$ cat config.mk
export PLATFORM = sky130hd
export DESIGN_NAME = mux8x1_tdm
export DESIGN_NICKNAME = d
export VERILOG_FILES = /design/src/rtl/mux8x1_tdm.sv
export SDC_FILE = /design/constraint.sdc
export NUM_CORES = 1
export LEC_CHECK = 0
export ABC_AREA = 1
export CAP_MARGIN = 10
export CORE_MARGIN = 5
export CORE_UTILIZATION = 51
export CTS_CLUSTER_SIZE = 10
export DETAILED_ROUTE_END_ITERATION = 8
export PLACE_DENSITY = 0.82
export SLEW_MARGIN = 20
export SYNTH_ARGS = -nofsm -noshare
export SYNTH_HDL_FRONTEND = slang
export SYNTH_SLANG_ARGS = --single-unit
$ cat constraint.sdc
create_clock -name clk -period 4.07 [get_ports clk]
set_clock_uncertainty 0.2 [all_clocks]
set_input_delay 0.407 -clock clk [delete_from_list [all_inputs] [get_ports clk]]
set_output_delay 0.407 -clock clk [all_outputs]
set_load 0.01 [all_outputs]
$ cat src/rtl/mux8x1_tdm.sv
// mux8x1_tdm: captures an 8-bit word and time-multiplexes it onto one serial
// line, one bit per cycle, with a slot index so a downstream 1x8 demux can rebuild it.
// Latency: slot 0 appears on the edge that samples load; a frame is 8 cycles,
// or 9 when MUX8X1_TDM_PARITY_EN is defined (adds a trailing even-parity cycle).
// Backpressure: none. load is honoured only in IDLE or in the last frame cycle;
// loading in the last cycle starts the next frame back-to-back.
//
// Ports:
//   clk    - clock, rising edge
//   rst_n  - asynchronous active-low reset
//   Y      - parallel word, captured into a shadow register on an accepted load
//   load   - capture request
//   D      - serial data: shadow[S] in data slots, parity bit in the parity cycle
//   S      - slot index 0..7; holds its last value while idle
//   valid  - D/S carry a data slot
//   busy   - frame in progress
//   done   - one-cycle pulse on the last cycle of a frame
module mux8x1_tdm (
  input  logic       clk,
  input  logic       rst_n,
  input  logic [7:0] Y,
  input  logic       load,
  output logic       D,
  output logic [2:0] S,
  output logic       valid,
  output logic       busy,
  output logic       done
);

`ifdef MUX8X1_TDM_PARITY_EN
  typedef enum logic [1:0] {IDLE = 2'd0, SHIFT = 2'd1, PARITY = 2'd2} state_t;
`else
  typedef enum logic [1:0] {IDLE = 2'd0, SHIFT = 2'd1} state_t;
`endif

  state_t     state, state_nxt;
  logic [7:0] shadow, shadow_nxt;
  logic [2:0] s_nxt;
  logic [2:0] s_inc;
  logic       d_nxt, valid_nxt, busy_nxt, done_nxt;
  logic       last_cycle;
  logic       start;

  always_ff @(posedge clk or negedge rst_n) begin
    if (!rst_n) begin
      state  <= IDLE;
      shadow <= 8'h00;
      S      <= 3'b000;
      D      <= 1'b0;
      valid  <= 1'b0;
      busy   <= 1'b0;
      done   <= 1'b0;
    end else begin
      state  <= state_nxt;
      shadow <= shadow_nxt;
      S      <= s_nxt;
      D      <= d_nxt;
      valid  <= valid_nxt;
      busy   <= busy_nxt;
      done   <= done_nxt;
    end
  end

  assign s_inc = S + 3'd1;

  // The final frame cycle is the only busy cycle in which load is accepted.
`ifdef MUX8X1_TDM_PARITY_EN
  assign last_cycle = (state == PARITY);
`else
  assign last_cycle = (state == SHIFT) && (S == 3'd7);
`endif

  assign start = load && ((state == IDLE) || last_cycle);

  always_comb begin
    state_nxt  = state;
    shadow_nxt = shadow;
    s_nxt      = S;
    d_nxt      = 1'b0;
    valid_nxt  = 1'b0;
    busy_nxt   = 1'b0;
    done_nxt   = 1'b0;

    if (start) begin
      // Slot 0 is driven straight from Y since shadow only updates on this edge.
      state_nxt  = SHIFT;
      shadow_nxt = Y;
      s_nxt      = 3'd0;
      d_nxt      = Y[0];
      valid_nxt  = 1'b1;
      busy_nxt   = 1'b1;
    end else begin
      case (state)
        SHIFT: begin
          if (S != 3'd7) begin
            s_nxt     = s_inc;
            d_nxt     = shadow[s_inc];
            valid_nxt = 1'b1;
            busy_nxt  = 1'b1;
`ifndef MUX8X1_TDM_PARITY_EN
            done_nxt  = (s_inc == 3'd7);
`endif
          end else begin
`ifdef MUX8X1_TDM_PARITY_EN
            state_nxt = PARITY;
            d_nxt     = ^shadow;
            busy_nxt  = 1'b1;
            done_nxt  = 1'b1;
`else
            state_nxt = IDLE;
`endif
          end
        end
`ifdef MUX8X1_TDM_PARITY_EN
        PARITY: state_nxt = IDLE;
`endif
        default: state_nxt = IDLE;
      endcase
    end
  end

endmodule

==> flow_metrics.env, run 1 <==
export IMPL_power_share_clock_pct=11.8
export IMPL_clock_root_buffer="sky130_fd_sc_hd__clkbuf_4"
export IMPL_status="finished, final reports clean"
export IMPL_dr_pass1_iterations=4
export IMPL_n_antenna_cell=0
export IMPL_yosysSeqAreaShare_pct=49.3
export IMPL_period_minus_slack_ps=2000
export IMPL_max_slew_worst_pin_slew_ps=654
export IMPL_wl_per_cell_um=12.2
export IMPL_synth_seq_cells=15
export IMPL_core_area_um2=1450
export IMPL_worst_path_max_fanout=8
export IMPL_rsz_0062_raised_after_global_routing="no"
export IMPL_synthMostInstantiatedCell="sky130_fd_sc_hd__nand2_1"
export IMPL_finalMaxSlewViolations=0
export IMPL_die_area_um2=2360
export IMPL_synth_flop_cell="sky130_fd_sc_hd__dfrtp_1"
export IMPL_async_flop_share_pct=100
export IMPL_timing_max_cap_violations=0
export IMPL_synthesis_area_um2=761
export IMPL_cts_path_max_buffers=2
export IMPL_postRouteAntennaNets=0
export IMPL_min_period_over_period_pct=49.0
export IMPL_floorplan_row_count=14
export IMPL_grt_max_degree=16
export IMPL_timing_critical_path_slowest_cell_delay_ps=600
export IMPL_drt_first_iter_violations=16
export IMPL_clock_sinks=15
export IMPL_required_ps=3460
export IMPL_finish_net_count=120
export IMPL_fmax_mhz=501
export IMPL_grt_antenna_before_repair=0
export IMPL_cts_resized_gates=0
export IMPL_worst_setup_hold_path_clk_slew_ps=90
export IMPL_clk_insertion_delay_late_ps=290
export IMPL_critPathArrivalTime_ps=1390
export IMPL_powerDensity_nw_per_um2=782
export IMPL_post_synth_inst_count=85
export IMPL_grt_total_usage_pct=13.8
export IMPL_pin_count=18
export IMPL_switching_share_pct=42.0
export IMPL_globalRouteOverflowTotal=0
export IMPL_fillers=119
export IMPL_initial_core_util_pct=52.3
export IMPL_cts_buffers=3
export IMPL_crit_cells=1
export IMPL_synth_warning_count=0
export IMPL_area_delta_synth_final_pct=25.0
export IMPL_post_synth_main_area_contributors="sky130_fd_sc_hd__dfrtp_1, sky130_fd_sc_hd__nand2_1, sky130_fd_sc_hd__o21ai_2"
export IMPL_pwr_share_comb_pct=53.2
export IMPL_place_detailed_hpwl_um=1120
export IMPL_min_delay_path_depth=2
export IMPL_gp_congestion=0.802
export IMPL_die_height_um=48.6
export IMPL_net_switching_power_w=0.000312
export IMPL_p_seq_share_pct=35.0
export IMPL_layout_drive_gt1_share_pct=16.3
export IMPL_critical_path_cell_chain="clkdlybuf4s50_1"
export IMPL_syn_num_nets=100
export IMPL_viasPerCell=4.83
export IMPL_cp_num_buf_inv=1
export IMPL_grt_pass1_wl_um=2500
export IMPL_critical_path_slowest_cell="sky130_fd_sc_hd__clkdlybuf4s50_1"
export IMPL_syn_mean_instance_area_um2=8.95
export IMPL_ir_drop_mv=0.373
export IMPL_holdWs_ps=293
export IMPL_final_hold_viol_count=0
export IMPL_synth_largest_area_cell="sky130_fd_sc_hd__dfrtp_1"
export IMPL_yosys_area_top_type_share_pct=49.3
export IMPL_cts_htree_levels=1
export IMPL_placed_cells_incl_taps=116
export IMPL_cpLargestDelayFamily="buffers and inverters"
export IMPL_worst_slew_margin_rel_pct=56.2
export IMPL_report_final_setup_viol=0
export IMPL_reg2regPathDepth=8
export IMPL_post_synth_num_cell_types=17
export IMPL_criticalPathCategory="reg -> out"
export IMPL_cts_hold_repair_buffers=0
export IMPL_synthTopCellsByCount="sky130_fd_sc_hd__nand2_1, sky130_fd_sc_hd__dfrtp_1, sky130_fd_sc_hd__inv_1, sky130_fd_sc_hd__o21ai_2, sky130_fd_sc_hd__nand3_1"
export IMPL_tns_ps=0
export IMPL_floorplan_die_width_um=48.6
export IMPL_detailroute_via_count=579
export IMPL_synth_edf_count=0
export IMPL_min_delay_path_class="reg -> reg"
export IMPL_p_int_w=0.000432
export IMPL_fin_cells=120
export IMPL_remaining_drc_errors=0
export IMPL_regArea_um2=375
export IMPL_place_port_buffers=17
export IMPL_grt_pass1_vias=541
export IMPL_cts_tree="done"
export IMPL_p_leak_nw=0.483
export IMPL_post_cts_setup_buffers=0
export IMPL_worstSetupStartpointType="flop"
export IMPL_multi_input_comb_area_um2=299
export IMPL_end_kind="output port"
export IMPL_route_final_wire_length_um=1460
## metal layers
layer	vias up	global-route usage [%]	routed length [um]
li1	306	-	-
met1	258	15.9	660
met3	5	3.37	61
met2	10	22.2	692
met4	0	9.42	48
met5	-	0	0
## area by class of cell
cell class | count | area share (%)
Tap cell | 16 | 2.11
Sequential cell | 15 | 39.5
Multi-Input combinational cell | 53 | 31.4
Timing Repair Buffer | 17 | 17.9
Inverter | 15 | 6.18
Clock buffer | 3 | 2.37
Clock inverter | 1 | 0.526
## cells in the final DEF, fill, tap and decap left out, drive strengths merged
cell type and count:
clkbuf 3, nand2 27, o22ai 2, dfrtp 15
inv 15, nor2 5, o21ai 10, nand3 5
ha 4, clkinv 1, clkdlybuf4s50 17
## flip-flops by register name (all words and copies together) (netlist names)
| name | cells |
|---|---|
| done | 1 |
| shadow | 8 |
| busy | 1 |
| S | 3 |
| D | 1 |
| state | 1 |
## cell families after synthesis
| kind of cell | synth area share (%) |
|---|---|
| buf+inv | 11.3 |
| compound gates | 11.7 |
| simple gates | 21.1 |
| fa+ha+maj | 6.58 |
| flops | 49.3 |
## worst min-delay path: stages (launching register included)
cell and delay [ps]:
sky130_fd_sc_hd__dfrtp_1 350, sky130_fd_sc_hd__nand2_1 60, sky130_fd_sc_hd__nand2_1 60
## worst paths after layout
| kind | startpoint | end | slack [ps] |
|---|---|---|---|
| max in group asynchronous | rst_n | shadow[2] | 2940 |
| worst min register to register | shadow[3] | shadow[3] | 290 |
| min in group asynchronous | rst_n | state[0] | 310 |
| worst max-delay path | S[0] | S[0] | 2070 |
| worst max register to register | S[0] | D | 2260 |
| worst min-delay path | shadow[3] | shadow[3] | 290 |
## power groups by stage
stage	Clock [W]	Sequential (W)	Combinational, W
2_1_floorplan	0	0.000268	0.000275
3_3_place_gp	0	0.000259	0.000383
3_5_place_dp	0	0.000264	0.000393
4_1_cts	0.0000896	0.000260	0.000398
5_1_grt	0.0000971	0.000268	0.000448
6_report	0.0000881	0.000260	0.000396
## per-stage QoR
| stage | cell area (um2) | total power [W] | setup WS (ps) | util, % |
|---|---|---|---|---|
| floorplan | 761 | 0.000543 | 2360 | - |
| global placement | 923 | 0.000642 | 2390 | 63.5 |
| detailed placement | 923 | 0.000656 | 2290 | 63.5 |
| CTS | 951 | 0.000748 | 2080 | 65.4 |
| global route | 951 | 0.000812 | 2020 | 65.4 |
| finish | 951 | 0.000744 | 2070 | 65.4 |
(Power assumes the default switching activity.)
==> inputs of run 2 (changes only) <==
- CORE_UTILIZATION: 51 -> 42
- PLACE_DENSITY: 0.82 -> 0.72
- clock period: 4.07 -> 1.7 ns (I/O delays scaled with it)
==> run 2 against run 1 <==
First-iteration DRC count grew 19%. Wire length grew 0.55%. Clock-buffer cell count is the same. Worst hold slack lost 73 ps. Design area grew 8.8%. Highest routed layer unchanged. Flip-flop and latch count is the same. Sequential power grew 130%. Critical path type unchanged.
==> flow_metrics.env, run 2 (synthesis gave the netlist of run 1 again) <==
export IMPL_cts_tree="done"
export IMPL_gp_congestion=0.831
export IMPL_reg2regPathDepth=9
export IMPL_clock_root_buffer="sky130_fd_sc_hd__clkbuf_4"
export IMPL_p_int_w=0.00111
export IMPL_worst_slew_margin_rel_pct=80.3
export IMPL_fmax_mhz=618
export IMPL_worst_reg2reg_path_endpoint="D"
export IMPL_clk_insertion_delay_late_ps=280
export IMPL_ir_drop_mv=0.954
export IMPL_detailroute_via_count=614
export IMPL_drt_first_iter_violations=19
export IMPL_period_minus_slack_ps=1620
export IMPL_place_port_buffers=17
export IMPL_globalRouteOverflowTotal=0
export IMPL_mostFrequentLayoutCells="sky130_fd_sc_hd__nand2_1, sky130_fd_sc_hd__clkdlybuf4s50_1, sky130_fd_sc_hd__dfrtp_1, sky130_fd_sc_hd__inv_1, sky130_fd_sc_hd__o21ai_2"
export IMPL_required_ps=1330
export IMPL_post_dp_cell_area_um2=966
export IMPL_cts_buffers=3
export IMPL_final_hold_viol_count=0
export IMPL_worst_r2r_startpoint="S[0]"
export IMPL_criticalPathCategory="reg -> out"
export IMPL_fin_ws_ps=81.8
export IMPL_switching_share_pct=40.5
export IMPL_worstHoldEndpoint="shadow[3]"
export IMPL_cpLargestDelayFamily="buffers and inverters"
export IMPL_critical_path_slowest_cell="sky130_fd_sc_hd__clkdlybuf4s50_1"
export IMPL_report_final_setup_viol=0
export IMPL_multi_input_comb_area_um2=312
export IMPL_min_delay_path_class="in -> reg"
export IMPL_postRouteAntennaNets=0
export IMPL_status="finished, final reports clean"
export IMPL_flip_flop_count_of_the_largest_register_after_layout=8
export IMPL_min_period_over_period_pct=95.2
export IMPL_max_flop_register="shadow"
export IMPL_worstSetupStartpointType="flop"
export IMPL_cts_htree_levels=1
export IMPL_floorplan_die_width_um=52.6
export IMPL_end_kind="output port"
export IMPL_worst_path_max_fanout=4
export IMPL_min_delay_path_depth=3
export IMPL_n_antenna_cell=0
export IMPL_stdcell_area_um2=1030
export IMPL_dp_worst_setup_slack_ps=48.3
export IMPL_beginning_of_the_worst_hold_path="Y[3]"
export IMPL_max_slew_worst_pin_slew_ps=294
export IMPL_die_height_um=52.6
export IMPL_area_delta_synth_final_pct=36.0
export IMPL_power_share_clock_pct=10.5
export IMPL_wl_per_cell_um=10.8
export IMPL_cts_path_max_buffers=2
export IMPL_p_seq_share_pct=32.0
export IMPL_initial_core_util_pct=44.1
export IMPL_timing_critical_path_slowest_cell_delay_ps=560
export IMPL_die_area_um2=2760
export IMPL_grt_antenna_before_repair=0
export IMPL_worst_setup_hold_path_clk_slew_ps=80
export IMPL_grt_max_degree=16
export IMPL_remaining_drc_errors=0
export IMPL_route_final_wire_length_um=1470
export IMPL_timing_max_cap_violations=0
export IMPL_largestRegisters="shadow (8), S (3)"
export IMPL_reg2reg_setup_slack_ps=110
export IMPL_net_switching_power_w=0.000757
export IMPL_pwr_share_comb_pct=57.6
export IMPL_dr_pass1_iterations=4
export IMPL_pin_count=18
export IMPL_grt_pass1_vias=565
export IMPL_tns_ps=0
export IMPL_critical_path_cell_chain="clkdlybuf4s50_1"
export IMPL_p_total_w=0.00187
export IMPL_finalMaxSlewViolations=0
export IMPL_critPathArrivalTime_ps=1250
export IMPL_grt_pass1_wl_um=2260
export IMPL_fillers=157
export IMPL_grt_total_usage_pct=11.3
export IMPL_place_detailed_hpwl_um=1130
export IMPL_cp_num_buf_inv=1
export IMPL_regArea_um2=377
export IMPL_core_area_um2=1730
export IMPL_holdWs_ps=220
export IMPL_floorplan_row_count=15
export IMPL_clock_sinks=15
export IMPL_viasPerCell=4.51
export IMPL_finish_net_count=127
export IMPL_layout_cells_most_common="sky130_fd_sc_hd__nand2_1"
export IMPL_powerDensity_nw_per_um2=1810
export IMPL_p_leak_nw=0.527
export IMPL_layout_drive_gt1_share_pct=24.3
-- run 2: through the flow --
step | util [%] | std cells
floorplan | - | 85
finish | 59.9 | 136
global route | 59.9 | 136
global placement | 55.9 | 129
detailed placement | 55.9 | 129
CTS | 58.0 | 134
-- run 2: power by group through the flow --
stage | clock network [W] | registers [W] | logic [W]
detailed placement | 0 | 0.000606 | 0.00102
global route | 0.000218 | 0.000614 | 0.00121
global placement | 0 | 0.000598 | 0.00100
CTS | 0.000201 | 0.000598 | 0.00102
floorplan | 0 | 0.000644 | 0.000659
finish | 0.000196 | 0.000597 | 0.00107
-- run 2: worst max path at each step --
stage	from	endpoint	slack, ps	cells past startpoint
floorplan	S[0]	shadow[1]	20	9
global placement	S[0]	D	110	8
detailed placement	S[0]	D	50	8
CTS	S[1]	S[1]	30	2
global route	S[0]	D	-0.3	9
finish	S[2]	S[2]	80	1
-- run 2: per-layer routing --
metal | vias up | global-route usage, % | routed length [um] | share of wire [%]
li1 | 318 | - | - | -
met1 | 274 | 13.6 | 613 | 42
met2 | 16 | 17.6 | 720 | 49
met3 | 6 | 4.56 | 79 | 5.4
met4 | 0 | 5.11 | 58 | 3.9
met5 | - | 0 | 0 | 0
-- run 2: worst min-delay path: stages --
cell and delay [ps]:
sky130_fd_sc_hd__clkdlybuf4s50_1 390, sky130_fd_sc_hd__nand2_1 60, sky130_fd_sc_hd__nand2_1 40
-- run 2: repair_timing --
item | CTS | global route
hold buffers | 1 | 0
resized for setup | 1 | 7
pin swaps | 0 | 1
gates cloned | 0 | 0
setup buffers | 0 | 2
setup endpoints to repair | 1 | 8
hold endpoints to repair | 6 | 0
-- run 2: layout make-up --
type | instances | area share (%)
well taps | 25 | 3.02
clock inverters | 1 | 0.484
repair buffers | 24 | 21.9
clock buffers | 3 | 2.18
flip-flops and latches | 15 | 36.4
inverters | 15 | 5.93
multi-input cells | 53 | 30.1
